<file path="config.mk">
export PLATFORM = sky130hd
export DESIGN_NAME = vc_fifo
export DESIGN_NICKNAME = d
export VERILOG_FILES = /design/src/rtl/vc_fifo_pkg.sv /design/src/rtl/vc_fifo_mem.sv /design/src/rtl/vc_fifo.sv
export SDC_FILE = /design/constraint.sdc
export NUM_CORES = 1
export LEC_CHECK = 0
export CORE_ASPECT_RATIO = 0.5
export CORE_UTILIZATION = 25
export CTS_BUF_LIST = sky130_fd_sc_hd__clkbuf_16
export CTS_CLUSTER_DIAMETER = 60
export DETAILED_ROUTE_END_ITERATION = 8
export GPL_ROUTABILITY_DRIVEN = 1
export PLACE_DENSITY = 0.51
export SYNTH_ARGS = -nofsm -noshare
export SYNTH_HDL_FRONTEND = slang
export SYNTH_HIERARCHICAL = 1
export SYNTH_SLANG_ARGS = --single-unit
</file>
<file path="constraint.sdc">
create_clock -name clk -period 6.07 [get_ports clk]
set_clock_uncertainty 0.2 [all_clocks]
set_input_delay 0.607 -clock clk [delete_from_list [all_inputs] [get_ports clk]]
set_output_delay 0.607 -clock clk [all_outputs]
set_load 0.05 [all_outputs]
</file>
<file path="src/rtl/vc_fifo_pkg.sv">
// Shared sizing constants for the per-virtual-channel FIFO and its storage array.
// The VC stage may override these through the module parameters.
package vc_fifo_pkg;

    localparam int VC_BW    = 6;
    localparam int VC_DEPTH = 4;
    localparam int VC_AW    = $clog2(VC_DEPTH);
    localparam int VC_CW    = VC_AW + 1;

endpackage

</file>
<file path="src/rtl/vc_fifo_mem.sv">
// DEPTH x BW register array: synchronous write port, asynchronous read port.
// Contents are never reset; the FIFO control logic tracks which entries are live.
module vc_fifo_mem
    import vc_fifo_pkg::*;
#(
    parameter int BW    = VC_BW,
    parameter int DEPTH = VC_DEPTH,
    parameter int AW    = VC_AW
) (
    input  logic          clk,
    input  logic          we,
    input  logic [AW-1:0] waddr,
    input  logic [BW-1:0] wdata,
    input  logic [AW-1:0] raddr,
    output logic [BW-1:0] rdata
);

    logic [BW-1:0] mem_q [DEPTH];
    logic [BW-1:0] mem_d [DEPTH];

    always_comb begin
        mem_d = mem_q;
        if (we) begin
            mem_d[waddr] = wdata;
        end
    end

    always_ff @(posedge clk) begin
        mem_q <= mem_d;
    end

    assign rdata = mem_q[raddr];

endmodule

</file>
<file path="src/rtl/vc_fifo.sv">
// Per-VC buffer behind the VC-ID demux: pointers, occupancy, QoS flags,
// registered read port and a sticky overflow flag around a vc_fifo_mem array.
module vc_fifo
    import vc_fifo_pkg::*;
#(
    parameter int BW    = VC_BW,
    parameter int DEPTH = VC_DEPTH,
    parameter int AW    = VC_AW,
    parameter int CW    = VC_CW
) (
    input  logic          clk,
    input  logic          reset,
    input  logic          valid_in,
    input  logic [BW-1:0] data_in,
    input  logic          pop,
    input  logic [CW-1:0] umbral_af,
    input  logic [CW-1:0] umbral_ae,
    output logic [BW-1:0] data_out,
    output logic          valid_out,
    output logic          fifo_full,
    output logic          fifo_empty,
    output logic          almost_full,
    output logic          almost_empty,
    output logic          fifo_error,
    output logic [CW-1:0] count
);

    logic [AW-1:0] wr_ptr_q, wr_ptr_d;
    logic [AW-1:0] rd_ptr_q, rd_ptr_d;
    logic [CW-1:0] count_q, count_d;
    logic [BW-1:0] data_out_q, data_out_d;
    logic          valid_out_q, valid_out_d;
    logic          fifo_error_q, fifo_error_d;

    logic          push_ok;
    logic          pop_ok;
    logic          is_full;
    logic          is_empty;
    logic [BW-1:0] mem_rdata;

    assign is_full  = (count_q == CW'(DEPTH));
    assign is_empty = (count_q == '0);

    // A pop on a full FIFO frees a slot in the same edge, so a push is still taken.
    assign pop_ok  = pop & ~is_empty;
    assign push_ok = valid_in & (~is_full | pop_ok);

    vc_fifo_mem #(
        .BW    (BW),
        .DEPTH (DEPTH),
        .AW    (AW)
    ) u_mem (
        .clk   (clk),
        .we    (push_ok),
        .waddr (wr_ptr_q),
        .wdata (data_in),
        .raddr (rd_ptr_q),
        .rdata (mem_rdata)
    );

    always_comb begin
        wr_ptr_d     = wr_ptr_q;
        rd_ptr_d     = rd_ptr_q;
        data_out_d   = data_out_q;
        valid_out_d  = 1'b0;
        fifo_error_d = fifo_error_q;
        count_d      = count_q + {{(CW-1){1'b0}}, push_ok}
                               - {{(CW-1){1'b0}}, pop_ok};

        if (push_ok) begin
            wr_ptr_d = wr_ptr_q + AW'(1);
        end

        if (pop_ok) begin
            rd_ptr_d    = rd_ptr_q + AW'(1);
            data_out_d  = mem_rdata;
            valid_out_d = 1'b1;
        end

        // Only a push into a full FIFO with no companion pop is dropped.
        if (valid_in && !push_ok) begin
            fifo_error_d = 1'b1;
        end
    end

    always_ff @(posedge clk) begin
        if (reset) begin
            wr_ptr_q     <= '0;
            rd_ptr_q     <= '0;
            count_q      <= '0;
            data_out_q   <= '0;
            valid_out_q  <= 1'b0;
            fifo_error_q <= 1'b0;
        end else begin
            wr_ptr_q     <= wr_ptr_d;
            rd_ptr_q     <= rd_ptr_d;
            count_q      <= count_d;
            data_out_q   <= data_out_d;
            valid_out_q  <= valid_out_d;
            fifo_error_q <= fifo_error_d;
        end
    end

    assign data_out     = data_out_q;
    assign valid_out    = valid_out_q;
    assign fifo_error   = fifo_error_q;
    assign count        = count_q;
    assign fifo_full    = is_full;
    assign fifo_empty   = is_empty;
    assign almost_full  = (count_q >= umbral_af);
    assign almost_empty = (count_q <= umbral_ae);

endmodule

</file>
==> impl_results.md, run 1 <==
- Critical Path RT: 5260 ps
- Std-Cell Rows: 20
- Sequential-to-total area share from yosys stat: 0.608
- Routed Antenna Nets: 0
- CTS tree: done
- Worst min path class: register to register
- Post-synthesis compound-gate area fraction: 0.0730
- Simple-gate area share of the yosys netlist: 0.120
- Outcome: finished, final reports clean
- Final setup viols: 0
- Avg Inst Size Synth: roughly 14 µm²
- Syn nets: approximately 150
- CTS H-tree depth: 2
- Fin crit share: 0.565
- Largest net degree at the start of global routing: 17
- Yosys top cell area share: 0.429
- Cell area after synthesis: 1680 µm²
- Slowest CP cell: clkdlybuf4s50_1
- Asr flop ratio synth: 0
- Power Dens Cells: 467 nW/µm²
- Power Total: approximately 1.0 mW
- Slew @ Worst Pin: 1100 ps
- Max clock buf depth: 2
- CP endpoint kind: primary output
- Critical path arrival: 2630 ps
- WL/cell: 12.4 µm
- Multi-input logic area: ~610 µm²
- End-of-flow core utilization: 0.351
- FF+latch count, synth: 39
- Peak VDD IR: 0.126 mV
- # resized after CTS: 0
- Total negative slack: 0 ps
- DR vias: 1002
- Final min period: 3430 ps
- Fin. Hold Viols: 0
- Root Buffer: clkbuf_16
- XOR/XNOR Fraction of Synth Area: 0.0156
- IO Count: 31
- Leak Pwr: between 0.7 and 0.8 nW
- RSZ-0062 raised after global routing: false
- Diodes inserted: 0
- Post-DP HPWL: 2130 µm
- Clock sinks: 39
- Cell mode on critical path: clkdlybuf4s50_1
- Worst-path clk slew: ~50 ps
- Initial drt markers: 34
- Die W: 118 µm
- Postcts setup bufs: 0
- Final cell count without fillers: 243
- Mux cell area share after synthesis: 0.0894
- Yosys cell types: 33
- Post-CTS Hold Buffers: 0
- First-pass GRT wire length: around 5000 µm
- YS warnings: 6
- Die ar.: around 7000 µm²
- R2R Setup Slk: roughly 3600 ps
- Critical path fanouts, max: 2
- Critical setup path kind: input port to primary output
- Max cap viols: 0
- Core area: 6280 µm²
- GR Overflow Total: 0
- DIE HEIGHT: about 60 µm
- Placed Cells: 235
- Filler instances: 599
- F_max: 291 MHz
- Adder-Cell Fraction of Synth Area: 0.0640
- TritonRoute pass-1 iters: 3
- Synth-to-layout area growth: 31.1%
- Final WL: 3030 µm
- Normalized max-slew margin: 0.267
- Via density: 4.12
- Share of layout cells above drive strength 1: 0.116
- Initial Util: 0.268
- Mapped Cells: 121
- Register Area: 1020 µm²
- Yosys top cell by area: edfxtp_1
- Detailed-route DRC error count: 0
- Cts bufs inserted: 5
- Clk Latency, worst-skew pair: 270 ps
- Post-synth EDFFs: 24
- Routability cong.: between 0.7 and 0.8
- Port bufs: 30
- Vias in the first global route: roughly 1000
- CP startpoint kind: input port
- Largest family of logic cells by synthesized area: simple AND/OR/NAND/NOR gates
- Slowest Stage Delay on Critical Path: between 800 and 900 ps
- Synth top area cells: edfxtp_1 43%, dfxtp_1 18%, mux4_2 8.0%
- Gr usage total: 0.0978
- Final max-slew violation count: 0
- Worst-path cell chain: clkdlybuf4s50_1 > inv_1 > ha_1 > nor2b_1 > o21a_1 > o21ai_0 > clkdlybuf4s50_1
- Initial antenna violation count: 0
- Synth Flop Type: edfxtp_1
- Net count, final: 178
-- cells in the mapped netlist (2+ instances only) --
master	n
mux4_2	6
dfxtp_1	15
inv_1	7
a21o_1	2
ha_1	7
nor2b_1	4
o21ai_0	3
nand2_1	13
edfxtp_1	24
a21oi_1	9
nor2_1	5
xnor2_1	3
and3b_1	2
or3_1	2
-- critical path: cells and delay by family --
family,cells,cell delay (ps)
AOI/OAI and AO/OA,2,290
adders and majority gates,1,290
buffers and inverters,3,1310
and+or+nand+nor,1,140
-- final cells by class --
cell class / count / area share
tap: 88 / 0.0500
clock buffer: 5 / 0.0568
timing repair buffer: 30 / 0.136
clock inverter: 3 / 0.00568
multi-input combinational: 71 / 0.276
inverter: 7 / 0.0119
sequential: 39 / 0.463
-- routing by layer --
layer | GRT usage | part of all wire
met5 | 0 | 0
met4 | 0.0549 | 0.020
met3 | 0.0296 | 0.044
met2 | 0.150 | 0.43
met1 | 0.126 | 0.51
-- logic make-up after synthesis --
family,count (synthesis)
DFF,39
and+or+nand+nor,35
AOI/OAI and AO/OA,18
buffers and inverters,11
adders and majority gates,8
muxes,7
xor gates and xnor gates,3
-- registers in the layout, summed over array words and instances (netlist names) --
register and count:
count 3, data_out 6, fifo_error 1, rd_ptr_q 2, u_mem/mem_q 24, valid_out 1
wr_ptr_q 2
-- stage by stage --
stage          setup slack (ps)  hold WS (ps)  instance area, µm²
2_1_floorplan              2910           284                1680
5_1_grt                    2570           290                2200
3_3_place_gp               2660           245                2070
6_report                   2640           256                2200
4_1_cts                    2630           258                2200
3_5_place_dp               2630           249                2070
-- placed cells by master (no fill, tap or decap), types with 2 or more instances in the layout --
cell,instances
nand2_1,13
xnor2_1,3
dfxtp_1,15
edfxtp_1,24
clkdlybuf4s50_1,30
mux4_2,6
nor2_1,5
inv_1,9
or3_1,2
clkbuf_16,5
and3b_1,2
o21ai_0,3
a21oi_1,9
nor2b_1,4
a21o_1,2
ha_1,7
-- report_power, final --
group | total [mW] | switching (mW) | internal [mW]
combinational | 0.409 | 0.235 | 0.174
sequential | 0.380 | 0.0554 | 0.324
clock | 0.240 | 0.0923 | 0.148
-- worst paths after layout --
check	start	endpoint	cells after the start
min reg2reg	data_out[4]	data_out[4]	2
max reg2reg	count[2]	count[2]	8
max	umbral_ae[1]	almost_empty	7
min	data_out[4]	data_out[4]	2
(Power assumes the default switching activity.)
==> run 2: changes to the inputs <==
--- a/config.mk
+++ b/config.mk
@@ -11,7 +11,7 @@
 export CTS_CLUSTER_DIAMETER = 60
 export DETAILED_ROUTE_END_ITERATION = 8
 export GPL_ROUTABILITY_DRIVEN = 1
-export PLACE_DENSITY = 0.51
+export PLACE_DENSITY = 0.53
 export SYNTH_ARGS = -nofsm -noshare
 export SYNTH_HDL_FRONTEND = slang
 export SYNTH_HIERARCHICAL = 1
==> constraint.sdc (replaced) <==
create_clock -name clk -period 2.98 [get_ports clk]
set_clock_uncertainty 0.2 [all_clocks]
set_input_delay 0.298 -clock clk [delete_from_list [all_inputs] [get_ports clk]]
set_output_delay 0.298 -clock clk [all_outputs]
set_load 0.05 [all_outputs]
==> impl_results.md, run 2 (synthesized netlist as in run 1, its figures left out) <==
- Outcome: finished, final reports clean
- Worst min path class: register to register
- Fin. Hold Viols: 0
- Final WL: 3140 µm
- WL/cell: 12.8 µm
- Synth-to-layout area growth: 33.8%
- Most common cell after layout, fill and taps aside: clkdlybuf4s50_1
- Initial Util: 0.268
- Leak Pwr: 0.821 nW
- Port bufs: 30
- Clk network pwr share: 0.268
- Filler instances: around 600
- Initial drt markers: 31
- Clk Latency, worst-skew pair: 280 ps
- Routability cong.: roughly 0.73
- Power Total: 2.22 mW
- GR Overflow Total: 0
- CTS H-tree depth: 2
- F_max: between 300 and 400 MHz
- IO Count: 31
- RSZ-0062 raised after global routing: false
- DR vias: ~1000
- Normalized max-slew margin: 0.582
- Gr usage total: 0.0983
- TritonRoute pass-1 iters: 4
- Fin crit share: 0.851
- Share of power burned in combinational logic: 0.382
- Worst-path clk slew: 50 ps
- Critical Path RT: around 3000 ps
- Root Buffer: clkbuf_16
- Initial antenna violation count: 0
- Total negative slack: 0 ps
- Clock sinks: 39
- Net count, final: 180
- Reg with most FFs: u_mem/mem_q
- Cts bufs inserted: 5
- Psw: 799 µW
- Critical path fanouts, max: 6
- Critical setup path kind: input port to register
- Diodes inserted: 0
- Commonest cells after routing, fill and taps aside: 28 x clkdlybuf4s50_1, 24 x edfxtp_1, 15 x dfxtp_1, 13 x nand2_1, 9 x a21oi_1
- Post-DP HPWL: ~2200 µm
- Std-Cell Rows: 20
- First-pass GRT wire length: 5110 µm
- Largest net degree at the start of global routing: 17
- Slew @ Worst Pin: 625 ps
- Net Sw Frac: 0.361
- Flop pwr share: 0.349
- Max reg flops: 24
- CTS tree: done
- Vias in the first global route: roughly 1000
- Via density: ~4.2
- CP startpoint kind: input port
- Max clock buf depth: 2
- Critical path arrival: 2480 ps
- Share of layout cells above drive strength 1: 0.140
- Max cap viols: 0
- Post-CTS Hold Buffers: 0
- CP endpoint kind: register
- Routed Antenna Nets: 0
- Die ar.: 7070 µm²
- Final setup viols: 0
- Peak VDD IR: 0.252 mV
- Final max-slew violation count: 0
- Core area: 6280 µm²
- Detailed-route DRC error count: 0
- Final min period: 2540 ps
- Pint: 1.42 mW
- Power Dens Cells: 986 nW/µm²
- Die W: between 100 and 150 µm
- DIE HEIGHT: 60.0 µm
## run 2: layout make-up
type                       instances  area, µm²  share of cell area
clock buffer                       5        125              0.0556
clock inverter                     3       42.5              0.0189
inverter                           7       26.3              0.0117
multi-input combinational         71        608               0.270
sequential                        39       1020               0.454
tap                               88        110              0.0490
timing repair buffer              32        315               0.140
## run 2: power by group through the flow
| stage | combinational (mW) | sequential (mW) | clock [mW] |
|---|---|---|---|
| 2_1_floorplan | 0.503 | 0.891 | 0 |
| 3_3_place_gp | 0.850 | 0.788 | 0 |
| 3_5_place_dp | 0.856 | 0.790 | 0 |
| 4_1_cts | 0.860 | 0.780 | 0.610 |
| 5_1_grt | 0.915 | 0.796 | 0.629 |
| 6_report | 0.848 | 0.775 | 0.594 |
## run 2: final timing paths
check | from | to | slack (ps) | cells after the start
max | pop | count[2] | 440 | 9
min reg2reg | data_out[1] | data_out[1] | 250 | 2
max reg2reg | count[2] | count[2] | 480 | 8
min | data_out[1] | data_out[1] | 250 | 2
## run 2: per-layer routing
metal  track usage  vias up  share of wire
met3        0.0334        5          0.047
met5             0        -              0
li1              -      510              -
met2         0.154       21           0.43
met4        0.0495        0          0.017
met1         0.124      486           0.51
## run 2: timing repair
action | CTS | global route
setup endpoints to repair | 0 | 1
resized for setup | 0 | 1
buffers inserted | 0 | 0
## run 2: per-stage QoR
step	worst slack (ps)	area (µm²)	std cells	util	hold slack (ps)
after global routing	289	2250	245	0.358	271
after floorplan	131	1680	121	-	167
after global placement	205	2080	237	0.331	246
final	445	2250	245	0.358	251
after CTS	22.4	2250	245	0.358	257
after detailed placement	168	2080	237	0.331	249
## run 2: worst max-delay path: stages
cell and delay, ps:
clkdlybuf4s50_1 530, nor4b_4 420, nor2b_2 130, a21bo_1 180
ha_1 180, fa_1 370, xnor2_1 170, xnor2_1 130
nor2_1 50
